<file path="src/rtl/vdp_seq_pkg.sv">
// Shared opcodes, FSM states and byte-formatting helper for the VDP host sequencer.
package vdp_seq_pkg;

  localparam logic [2:0] OP_NOP         = 3'd0;
  localparam logic [2:0] OP_SET_REG     = 3'd1;
  localparam logic [2:0] OP_SET_WADDR   = 3'd2;
  localparam logic [2:0] OP_SET_RADDR   = 3'd3;
  localparam logic [2:0] OP_FILL        = 3'd4;
  localparam logic [2:0] OP_READ_DATA   = 3'd5;
  localparam logic [2:0] OP_READ_STATUS = 3'd6;
  localparam logic [2:0] OP_RSVD        = 3'd7;

  localparam logic [7:0] REG_WRITE_MARK = 8'h80;
  localparam logic [1:0] WADDR_PREFIX   = 2'b01;
  localparam logic [1:0] RADDR_PREFIX   = 2'b00;

  typedef enum logic [2:0] {
    S_IDLE,
    S_SETUP,
    S_WSTROBE,
    S_RSTROBE,
    S_GAP
  } seq_state_e;

  typedef struct packed {
    logic       mode;
    logic       is_read;
    logic [7:0] data;
  } bus_byte_t;

  // Bus setting for one byte slot; `second` selects the control byte of a two-byte command.
  function automatic bus_byte_t setup_byte(input logic [2:0]  op,
                                           input logic [13:0] arg,
                                           input logic [7:0]  data,
                                           input logic        second);
    bus_byte_t b;
    b.mode    = 1'b1;
    b.is_read = 1'b0;
    b.data    = data;
    case (op)
      OP_SET_REG:     b.data = second ? (REG_WRITE_MARK | {5'd0, arg[2:0]}) : data;
      OP_SET_WADDR:   b.data = second ? {WADDR_PREFIX, arg[13:8]} : arg[7:0];
      OP_SET_RADDR:   b.data = second ? {RADDR_PREFIX, arg[13:8]} : arg[7:0];
      OP_FILL:        b.mode = 1'b0;
      OP_READ_DATA: begin
        b.mode    = 1'b0;
        b.is_read = 1'b1;
      end
      OP_READ_STATUS: b.is_read = 1'b1;
      default:        ;
    endcase
    return b;
  endfunction

endpackage

</file>
<file path="src/rtl/vdp_strobe_timer.sv">
// Loadable down-counter timing the strobe and gap phases; done while the count is zero.
module vdp_strobe_timer #(
  parameter int W = 8
) (
  input  logic         clk,
  input  logic         reset,
  input  logic         load_i,
  input  logic [W-1:0] load_val_i,
  output logic         done_o
);

  logic [W-1:0] cnt_q, cnt_d;

  always_comb begin
    cnt_d = cnt_q;
    if (load_i)
      cnt_d = load_val_i;
    else if (cnt_q != '0)
      cnt_d = cnt_q - W'(1);
  end

  // NOTE: sequential state is updated with <= only, so every register samples pre-edge values.
  always_ff @(posedge clk) begin
    if (reset) cnt_q <= '0;
    else       cnt_q <= cnt_d;
  end

  assign done_o = (cnt_q == '0);

endmodule

</file>
<file path="src/rtl/vdp_host_sequencer.sv">
// Turns valid/ready host commands into timed mode/data/wr/rd sequences on the TMS9918 CPU port.
module vdp_host_sequencer
  import vdp_seq_pkg::*;
#(
  parameter int WR_HOLD = 1,
  parameter int RD_HOLD = 4,
  parameter int GAP     = 2,
  parameter int CNT_W   = 14
) (
  input  logic             clk,
  input  logic             reset,
  input  logic             cmd_valid,
  output logic             cmd_ready,
  input  logic [2:0]       cmd_op,
  input  logic [13:0]      cmd_arg,
  input  logic [7:0]       cmd_data,
  input  logic [CNT_W-1:0] cmd_count,
  output logic             rsp_valid,
  output logic [7:0]       rsp_data,
  output logic             busy,
  output logic             vdp_mode,
  output logic [7:0]       vdp_addr,
  output logic [7:0]       vdp_dout,
  input  logic [15:0]      vdp_din,
  output logic             vdp_wr,
  output logic             vdp_rd
);

  localparam int TMR_W = 8;

  seq_state_e       state_q, state_d;
  logic [2:0]       op_q, op_d;
  logic [13:0]      arg_q, arg_d;
  logic [7:0]       data_q, data_d;
  logic [CNT_W-1:0] rem_q, rem_d;
  logic             mode_q, mode_d;
  logic [7:0]       dout_q, dout_d;
  logic             wr_q, wr_d;
  logic             rd_q, rd_d;
  logic             rsp_valid_q, rsp_valid_d;
  logic [7:0]       rsp_data_q, rsp_data_d;

  logic             tmr_load;
  logic [TMR_W-1:0] tmr_val;
  logic             tmr_done;
  logic             accept;
  bus_byte_t        bb;
  logic             unused_din;

  assign accept     = cmd_valid && cmd_ready;
  assign unused_din = ^vdp_din[7:0];

  vdp_strobe_timer #(.W(TMR_W)) u_timer (
    .clk       (clk),
    .reset     (reset),
    .load_i    (tmr_load),
    .load_val_i(tmr_val),
    .done_o    (tmr_done)
  );

  // NOTE: every signal written here gets a default first, so no path can infer a latch.
  always_comb begin
    state_d     = state_q;
    op_d        = op_q;
    arg_d       = arg_q;
    data_d      = data_q;
    rem_d       = rem_q;
    mode_d      = mode_q;
    dout_d      = dout_q;
    wr_d        = wr_q;
    rd_d        = rd_q;
    rsp_valid_d = 1'b0;
    rsp_data_d  = rsp_data_q;
    tmr_load    = 1'b0;
    tmr_val     = '0;
    bb          = '0;

    case (state_q)
      S_IDLE: begin
        if (accept) begin
          op_d   = cmd_op;
          arg_d  = cmd_arg;
          data_d = cmd_data;
          case (cmd_op)
            OP_SET_REG, OP_SET_WADDR, OP_SET_RADDR: rem_d = CNT_W'(2);
            OP_FILL:                                rem_d = cmd_count;
            OP_READ_DATA, OP_READ_STATUS:           rem_d = CNT_W'(1);
            default:                                rem_d = '0;
          endcase
          if (rem_d != '0) begin
            state_d = S_SETUP;
            bb      = setup_byte(cmd_op, cmd_arg, cmd_data, 1'b0);
            mode_d  = bb.mode;
            if (!bb.is_read) dout_d = bb.data;
          end else begin
            // Strobe-less commands still occupy a setup slot plus the gap.
            state_d  = S_GAP;
            tmr_load = 1'b1;
            tmr_val  = TMR_W'(GAP);
          end
        end
      end
      S_SETUP: begin
        bb       = setup_byte(op_q, arg_q, data_q, 1'b0);
        rem_d    = rem_q - CNT_W'(1);
        tmr_load = 1'b1;
        if (bb.is_read) begin
          state_d = S_RSTROBE;
          rd_d    = 1'b1;
          tmr_val = TMR_W'(RD_HOLD - 1);
        end else begin
          state_d = S_WSTROBE;
          wr_d    = 1'b1;
          tmr_val = TMR_W'(WR_HOLD - 1);
        end
      end
      S_WSTROBE: begin
        if (tmr_done) begin
          state_d  = S_GAP;
          wr_d     = 1'b0;
          tmr_load = 1'b1;
          tmr_val  = TMR_W'(GAP - 1);
        end
      end
      S_RSTROBE: begin
        if (tmr_done) begin
          state_d     = S_GAP;
          rd_d        = 1'b0;
          rsp_valid_d = 1'b1;
          rsp_data_d  = vdp_din[15:8];
          tmr_load    = 1'b1;
          tmr_val     = TMR_W'(GAP - 1);
        end
      end
      S_GAP: begin
        if (tmr_done) begin
          if (rem_q != '0) begin
            state_d = S_SETUP;
            bb      = setup_byte(op_q, arg_q, data_q, rem_q == CNT_W'(1));
            mode_d  = bb.mode;
            if (!bb.is_read) dout_d = bb.data;
          end else begin
            state_d = S_IDLE;
          end
        end
      end
      default: state_d = S_IDLE;
    endcase
  end

  always_ff @(posedge clk) begin
    if (reset) begin
      state_q     <= S_IDLE;
      op_q        <= OP_NOP;
      arg_q       <= '0;
      data_q      <= '0;
      rem_q       <= '0;
      mode_q      <= 1'b0;
      dout_q      <= '0;
      wr_q        <= 1'b0;
      rd_q        <= 1'b0;
      rsp_valid_q <= 1'b0;
      rsp_data_q  <= '0;
    end else begin
      state_q     <= state_d;
      op_q        <= op_d;
      arg_q       <= arg_d;
      data_q      <= data_d;
      rem_q       <= rem_d;
      mode_q      <= mode_d;
      dout_q      <= dout_d;
      wr_q        <= wr_d;
      rd_q        <= rd_d;
      rsp_valid_q <= rsp_valid_d;
      rsp_data_q  <= rsp_data_d;
    end
  end

  assign cmd_ready = (state_q == S_IDLE) && !reset;
  assign busy      = (state_q != S_IDLE);
  assign vdp_mode  = mode_q;
  assign vdp_addr  = 8'h00;
  assign vdp_dout  = dout_q;
  assign vdp_wr    = wr_q;
  assign vdp_rd    = rd_q;
  assign rsp_valid = rsp_valid_q;
  assign rsp_data  = rsp_data_q;

endmodule

</file>
<file path="config.mk">
export PLATFORM = sky130hd
export DESIGN_NAME = vdp_host_sequencer
export DESIGN_NICKNAME = d
export VERILOG_FILES = /design/src/rtl/vdp_seq_pkg.sv /design/src/rtl/vdp_strobe_timer.sv /design/src/rtl/vdp_host_sequencer.sv
export SDC_FILE = /design/constraint.sdc
export NUM_CORES = 1
export LEC_CHECK = 0
export CORE_UTILIZATION = 49
export DETAILED_ROUTE_END_ITERATION = 10
export PLACE_DENSITY = 0.81
export RECOVER_POWER = 100
export REMOVE_ABC_BUFFERS = 1
export SYNTH_ARGS = -nofsm -noshare
export SYNTH_HDL_FRONTEND = slang
export SYNTH_SLANG_ARGS = --single-unit
</file>
<file path="constraint.sdc">
create_clock -name clk -period 3.3 [get_ports clk]
set_clock_uncertainty 0.1 [all_clocks]
set_input_delay 0.66 -clock clk [delete_from_list [all_inputs] [get_ports clk]]
set_output_delay 0.66 -clock clk [all_outputs]
set_load 0.01 [all_outputs]
</file>
Yosys cells after proc, flatten, opt, wreduce, memory -nomap -nowiden. Index checks and enable logic that the tools add are counted. Widths: inputs -> output; s select.

Add/sub/neg operators: 2. Multipliers: 0. Div/mod/pow operators: 0. $lt $le $gt $ge: 0. Equal/unequal tests: 28. Shift-type cells: 0. Muxes and demuxes: 56. Bitwise logic cells: 1. Reductions and logical operators: 30.

Operators by type and width (number): $mux 8 (12); $mux 14 (3); $pmux 14 s3 (1); $pmux 14 s2 (1); $reduce_bool 14->1 (2); $mux 1 (24); $pmux 8 s3 (1); $eq 3x3->1 const B (7); $ne 2x2->1 const B (10); $eq 3x2->1 const B (6); $pmux 8 s2 (1); $eq 14x1->1 const B (1); $reduce_or 2->1 (7); $sub 14x1->14 const B (1); $mux 3 (4); $pmux 3 s4 (1); $reduce_bool 2->1 (5); $eq 3x1->1 const B (3); $reduce_and 3->1 (3); $logic_not 8->1 (1); $reduce_bool 8->1 (1); $sub 8x1->8 const B (1); $reduce_and 7->1 (1); $mux 2 (3); 12 further kinds (17).

Bits in registers: 70. Bits in latches: 0. RAM bits: 0. Bits in read-only memories: 0. Output and inout port bits: 30. Memories: 0.

Longest topological paths before layout. Gate-level depths: netlist (run 1).

Word-level depth: 13. Mapped depth: 9.

Hierarchy. Synthesis (run 1) repeated with hierarchy kept, for this count alone.

Cell total of the unflattened synthesis: 484. Area total of the unflattened synthesis: 3731.1 sq um.

By module, submodules not included: vdp_host_sequencer (instances 1, cells each 431, area an instance 3255.6 sq um); vdp_strobe_timer (instances 1, cells each 53, area an instance 475.5 sq um).

Worst setup path after synthesis (run 1). Ideal clock, no wire load.

Path type: input -> register. Start: in cmd_op[1]. End: reg dout_q[3] (netlist: vdp_dout[3]). Setup time: 0.061 ns. Data arrival time: 2.363 ns. Data required time: 3.139 ns. Setup slack: 0.776 ns. Stages: 6. Path buffers: 1. Cells stage by stage: clkbuf_1 -> or3b_2 -> a31oi_1 -> o21ai_0 -> a2111oi_4 -> a32o_1.

Cells in the longest elaborated chain, start to end: 8.

RTL lines: start: declaration (line vdp_host_sequencer.sv:14) `input logic [2:0] cmd_op,`; $eq 3x2->1 (tied with other cells) (line vdp_seq_pkg.sv:40, vdp_host_sequencer.sv:84); $reduce_or 3->1 / $reduce_or 2->1 (equally long branches); $pmux 14 s3 / $mux 1 (equally long branches) (line vdp_host_sequencer.sv:84, vdp_seq_pkg.sv:40); $mux 14 / $mux 1 (equally long branches) (line vdp_host_sequencer.sv:80, vdp_host_sequencer.sv:90); $mux 14 / $mux 1 (equally long branches) (line vdp_host_sequencer.sv:78, vdp_host_sequencer.sv:80); $reduce_bool 14->1 / $mux 1 (equally long branches) (line vdp_host_sequencer.sv:90, vdp_host_sequencer.sv:78); $ne 2x2->1 (no line); $reduce_and 7->1 (no line); end signal: assignment (line vdp_host_sequencer.sv:171) `dout_q <= dout_d;`; end: declaration (line vdp_host_sequencer.sv:37) `logic [7:0] dout_q, dout_d;`.

Several ways; a longest one is shown, not always the timed one. The select of a mux whose other input is x is not followed. A chain may end at the register's enable or synchronous reset.

Final worst setup path (run 1).
Start: reg state_q[0]. End: out cmd_ready.

Cells in the longest elaborated chain, start to end: 2.

RTL lines: start: declaration (line vdp_host_sequencer.sv:31) `seq_state_e state_q, state_d;`; start signal: assignment (line vdp_host_sequencer.sv:165) `state_q <= state_d;`; $logic_not 3->1 (line vdp_host_sequencer.sv:179) `assign cmd_ready = (state_q == S_IDLE) && !reset;`; $logic_and 1x1->1 (line vdp_host_sequencer.sv:179); end: declaration (line vdp_host_sequencer.sv:13) `output logic cmd_ready,`.

No other way between the ends.

==> out/qor.yml, run 1 <==
vdd_drop_max_mv: 0.4039
wl_per_cell_um: 14.97
rr_worst_depth: 6
synth_top_family_by_area: "simple AND/OR/NAND/NOR gates"
synthArstFlopShare_pct: 0
hp-class: "flip-flop to flip-flop"
routed-via-count: 3606
maxSlewHeadroom_pct: 33.57
hold_end: "rsp_data[1]"
synthAdderAreaFrac_pct: 1.060
period_minus_slack_ns: 2.915
cts_sinks: 70
fin_setup_tns_ns: 0
finalMaxSlewViolations: 0
grtUsageTotal_pct: 25.99
clock_path_buffers: 2
fillers: 590
period_share_pct: 88.34
path_class: "flip-flop to output port"
yosysSeqAreaShare_pct: 39.58
syn_inst: 459
finalSetupViolCount: 0
yosys_warnings: 0
dpl.hpwl_um: 6665
synth_top_area_share_pct: 39.58
min_from: "rsp_data[1]"
cp-start-kind: "flip-flop"
fp-row-count: 30
p_leak_nw: 1.864
r2r-end: "vdp_dout[0]"
power.total_mw: 3.493
clock_latency_ns: 0.35
grt_max_degree: 35
worst-path-max-fanout: 18
outcome: "finished clean"
nets: 588
worstPathRequired_ns: 2.54
fmax_ghz: 0.3430
end_kind: "output port"
antenna_found_initial: 0
port_buffers: 71
ios: 88
synth.area.mux_share_pct: 1.449
syn_to_final_growth_pct: 27.63
routed_wl_um: 9401
n_antenna_cell: 0
cp.arrival_ns: 2.16
cts_root_buf: "clkbuf_8"
post_cts_buffers: 0
die_w_um: 87.01
finalHoldViolCount: 0
multiInputGateArea_mm2: 0.001931
grt_pass1_vias: 3329
drt_iter0_markers: 259
ys_seq_elements: 70
drive_gt1_share_pct: 6.955
grt_pass1_wl_um: 15280
cts_inserted_buffers: 9
regArea_mm2: 0.001401
drt-pass1-iter-count: 5
r2r_slack_ns: 0.39
die_h_um: 87.01
tightest_slew_ns: 0.9882
hold_slack_ns: 0.3526
cts_resized: 0
gp_congestion: 0.8621
dieArea_mm2: 0.007570
overflow: 0
holdPathStages: 2
cts_tree: "yes"
powerDensity_mw_per_mm2: 773.0
clk_pin_slew_ns: 0.07
post-route-drc-count: 0
htreeDepth: 3
maxCapViolations: 0
antenna_left: 0
postCtsHoldBufs: 0
grt_setup_unrepaired: "no"
synth_top_area_cell: "dfxtp_1"
syn_area_mm2: 0.003541
worstReg2RegStart: "u_timer.cnt_q[2]"
initial_core_util_pct: 51.55
core_mm2: 0.006869
ys.flop_type: "dfxtp_1"
yosys.area_share.simple_pct: 31.52
synth.avg_cell_area_um2: 7.714
synth_xor_area_share_pct: 1.731
synth_cell_type_count: 55
ys_top_cells_by_area: "dfxtp_1 40%, nand2_1 11%, nand3_1 6.1%"
synth_edf_count: 0
synth_compound_area_share_pct: 18.62
viasPerCell: 5.742
==> stage by stage <==
stage	cells	instance area [um2]	setup WS, ns	utilization, %
floorplan	430	3395	0.7098	-
global placement	612	4338	0.1879	63.15
detailed placement	612	4338	0.07961	63.15
CTS	628	4559	0.4586	66.38
global route	628	4519	0.1899	65.79
finish	628	4519	0.3849	65.79
==> cells by family (layout without fill, tap and decap cells) <==
| kind of cell | Yosys count | count (layout) |
|---|---|---|
| AOI/OAI and AO/OA | 94 | 94 |
| xor gates and xnor gates | 7 | 7 |
| adders and majority gates | 3 | 3 |
| buffers and inverters | 46 | 112 |
| DFF | 70 | 70 |
| muxes | 5 | 5 |
| other | 1 | 8 |
| and+or+nand+nor | 233 | 233 |
==> worst max-delay path, cell delays in order, from the launching register on <==
cell and delay, ns:
dfxtp_1 0.50, nor3_1 0.40, inv_1 0.15, nor2_1 0.14, dlygate4sd3_1 0.62
==> registers in the layout, summed over array words and instances (netlist names), 3 cells and up <==
signal	count
rsp_data	8
u_timer.cnt_q	8
data_q	8
arg_q	14
vdp_dout	8
state_q	3
op_q	3
rem_q	14
==> power by group <==
part	internal (mW)	switching (mW)	leakage (nW)
sequential	1.05	0.208	0.572
clock	0.445	0.328	0.116
combinational	0.606	0.859	1.17
total	2.10	1.39	1.86
==> layout by cell type, fill, tap and decap left out, types with 8 or more instances in the layout <==
cell and instances:
nor3_1 10, clkdlybuf4s50_1 48, a31oi_1 11, o21ai_0 11, or4_1 8, clkbuf_8 10, inv_1 9, a21oi_1 35
dlygate4sd3_1 23, buf_4 11, nor4_1 8, dfxtp_1 70, conb_1 8, nand3_1 43, nor2_1 37, nand2_1 104
==> Yosys cell counts (all sizes together), types with 2 or more instances <==
cell     instances
nand2          105
dfxtp           70
nand3           43
nor2            37
a21oi           35
clkbuf          22
buf             14
a31oi           11
nor4            11
o21ai           11
nor3            10
inv              9
or4              9
o211ai           5
or3              5
a32o             4
mux2i            4
xnor2            4
a211oi           3
a221o            3
ha               3
nor3b            3
o2bb2ai          3
o311ai           3
o31ai            3
xor2             3
a2111oi          2
a221oi           2
a311oi           2
and3             2
nand2b           2
o41ai            2
==> worst max-delay path by stage <==
| stage | from | end | slack (ns) | depth (start not counted) |
|---|---|---|---|---|
| detailed placement | cmd_op[2] | vdp_dout[0] | 0.08 | 7 |
| floorplan | reset | rem_q[12] | 0.71 | 5 |
| CTS | state_q[0] | cmd_ready | 0.46 | 4 |
| global placement | cmd_op[2] | vdp_dout[4] | 0.19 | 6 |
| finish | state_q[0] | cmd_ready | 0.38 | 4 |
| global route | u_timer.cnt_q[2] | vdp_dout[3] | 0.19 | 6 |
==> routing by layer <==
layer | wire length [um] | part of all wire (%) | GRT usage, %
met1 | 3919 | 42 | 30.87
met2 | 4563 | 49 | 44.38
met3 | 735 | 7.8 | 7.678
met4 | 182 | 1.9 | 9.394
met5 | 0 | 0 | 0
==> area by class of cell <==
class | count | share of cell area [%]
clock buffers | 10 | 3.045
clock inverters | 6 | 1.855
inverters | 10 | 0.8306
multi-input cells | 350 | 42.72
flip-flops and latches | 70 | 31.01
well taps | 96 | 2.658
repair buffers | 86 | 17.88
No activity file was read; power rests on OpenSTA's default activity.
==> inputs of run 2 (changes only) <==
CORE_MARGIN = 2   (was not set)
==> run 2 against run 1 <==
  * Final area is 0.61% higher
  * Sequential power hardly changed
  * First-iteration DRC count is 17% lower
  * Sequential share of layout area is 0.19 points lower
  * Via count is 0.78% higher
  * Critical endpoint is now vdp_dout[7]
  * Register-to-register slack hardly changed
  * Largest cell class unchanged
  * Worst setup slack worse by 0.0029 ns
==> out/qor.yml, run 2 (synthesized netlist as in run 1, its figures left out) <==
outcome: "finished clean"
viasPerCell: 5.750
min_from: "rsp_data[5]"
cts_inserted_buffers: 9
period_minus_slack_ns: 2.918
die_h_um: 89.01
ios: 88
switching_share_pct: 40.10
finalSetupViolCount: 0
fin_setup_tns_ns: 0
rr_worst_depth: 6
critPathTopFamily: "simple AND/OR/NAND/NOR gates"
power.internal_mw: 2.090
worst-path-max-fanout: 9
initial_core_util_pct: 51.27
hold_end: "rsp_data[5]"
cp.arrival_ns: 3.05
overflow: 0
cts_sinks: 70
largestRegisters: "arg_q x14, rem_q x14"
grtUsageTotal_pct: 23.82
grt_pass1_vias: 3219
wl_per_cell_um: 14.97
die_w_um: 89.01
combinationalPowerShare_pct: 42.7
nets: 592
dr.max_layer_used: "met4"
cp_slowest_cell: "nor4_2"
core_mm2: 0.006907
clock_latency_ns: 0.34
htreeDepth: 3
layout_common_cells: "104 x nand2_1, 70 x dfxtp_1, 48 x clkdlybuf4s50_1, 43 x nand3_1, 36 x nor2_1"
post_cts_buffers: 0
r2r_slack_ns: 0.38
antenna_found_initial: 0
wl_met3_um: 616
period_share_pct: 88.42
port_buffers: 71
drt-pass1-iter-count: 5
antenna_left: 0
grt_pass1_wl_um: 14660
power.clock.fraction_pct: 21.6
p_sw_mw: 1.399
finalMaxSlewViolations: 0
clock_path_buffers: 2
maxSlewHeadroom_pct: 32.33
routed-via-count: 3634
wl_met1_um: 4118
utilization_pct: 65.83
crit_buf_inv: 0
cts_root_buf: "clkbuf_8"
gp_congestion: 0.8812
worstReg2RegStart: "u_timer.cnt_q[2]"
post-route-drc-count: 0
path_class: "flip-flop to flip-flop"
worstPathRequired_ns: 3.43
dieArea_mm2: 0.007922
fp-row-count: 30
p_leak_nw: 1.874
clk_pin_slew_ns: 0.07
hp-class: "flip-flop to flip-flop"
multiInputGateArea_mm2: 0.001938
layout_commonest_cell: "nand2_1"
n_antenna_cell: 0
cts_tree: "yes"
routed_wl_um: 9458
syn_to_final_growth_pct: 28.41
maxCapViolations: 0
seqPwrFrac_pct: 35.8
grt_max_degree: 32
postCtsHoldBufs: 0
fmax_ghz: 0.3427
end_kind: "flip-flop"
holdPathStages: 2
drt_iter0_markers: 214
vdd_drop_max_mv: 0.3419
cts_resized: 0
drive_gt1_share_pct: 7.649
fillers: 608
wl_met2_um: 4497
finalHoldViolCount: 0
regArea_mm2: 0.001401
cp_cell_sequence: "or4_1, nor4_2, nand2_4, a211oi_1, nor2_4, a32o_1"
slowest_delay_ns: 0.78
cp-start-kind: "flip-flop"
dpl.hpwl_um: 6803
r2r-end: "vdp_dout[7]"
powerDensity_mw_per_mm2: 767.3
tightest_slew_ns: 1.007
grt_setup_unrepaired: "no"
## run 2: how the worst max path moves through the flow
| stage | startpoint | end | slack (ns) | depth (start not counted) |
|---|---|---|---|---|
| floorplan | reset | rem_q[12] | 0.71 | 5 |
| finish | u_timer.cnt_q[2] | vdp_dout[7] | 0.38 | 6 |
| CTS | state_q[0] | cmd_ready | 0.50 | 4 |
| global route | u_timer.cnt_q[2] | vdp_dout[4] | 0.21 | 6 |
| detailed placement | cmd_op[1] | vdp_dout[2] | 0.17 | 8 |
| global placement | cmd_op[1] | vdp_dout[4] | 0.24 | 7 |
## run 2: power groups by stage
stage | clock [mW] | sequential [mW] | combinational [mW]
finish | 0.753 | 1.25 | 1.49
global route | 0.796 | 1.28 | 1.64
CTS | 0.757 | 1.24 | 1.52
detailed placement | 0 | 1.26 | 1.51
global placement | 0 | 1.25 | 1.47
floorplan | 0 | 1.23 | 1.05
## run 2: metal layers
layer  vias to the layer above  GRT usage [%]
li1                       1764              -
met1                      1702          30.90
met2                       144          39.08
met3                        24          4.247
met4                         0          10.18
met5                         -              0
## run 2: through the flow
step                      setup WS (ns)  instance area, um2  hold slack, ns  total power [mW]  cells
after floorplan                  0.7098                3395          0.3339             2.272    430
after CTS                        0.4964                4582          0.3574             3.524    632
after global routing             0.2091                4547          0.3715             3.712    632
after detailed placement         0.1658                4368          0.3460             2.773    616
after global placement           0.2368                4368          0.3418             2.718    616
final                            0.3820                4547          0.3498             3.489    632
## run 2: tightest hold or removal path, stage by stage (launching register included)
cell and delay, ns:
dfxtp_1 0.31, nand2_1 0.05, a21oi_1 0.05
## run 2: final cells by class
cell class,instances,area share (%)
repair buffers,90,18.38
multi-input cells,350,42.63
clock inverters,6,1.899
clock buffers,10,2.807
inverters,10,0.8255
flip-flops and latches,70,30.82
well taps,96,2.642
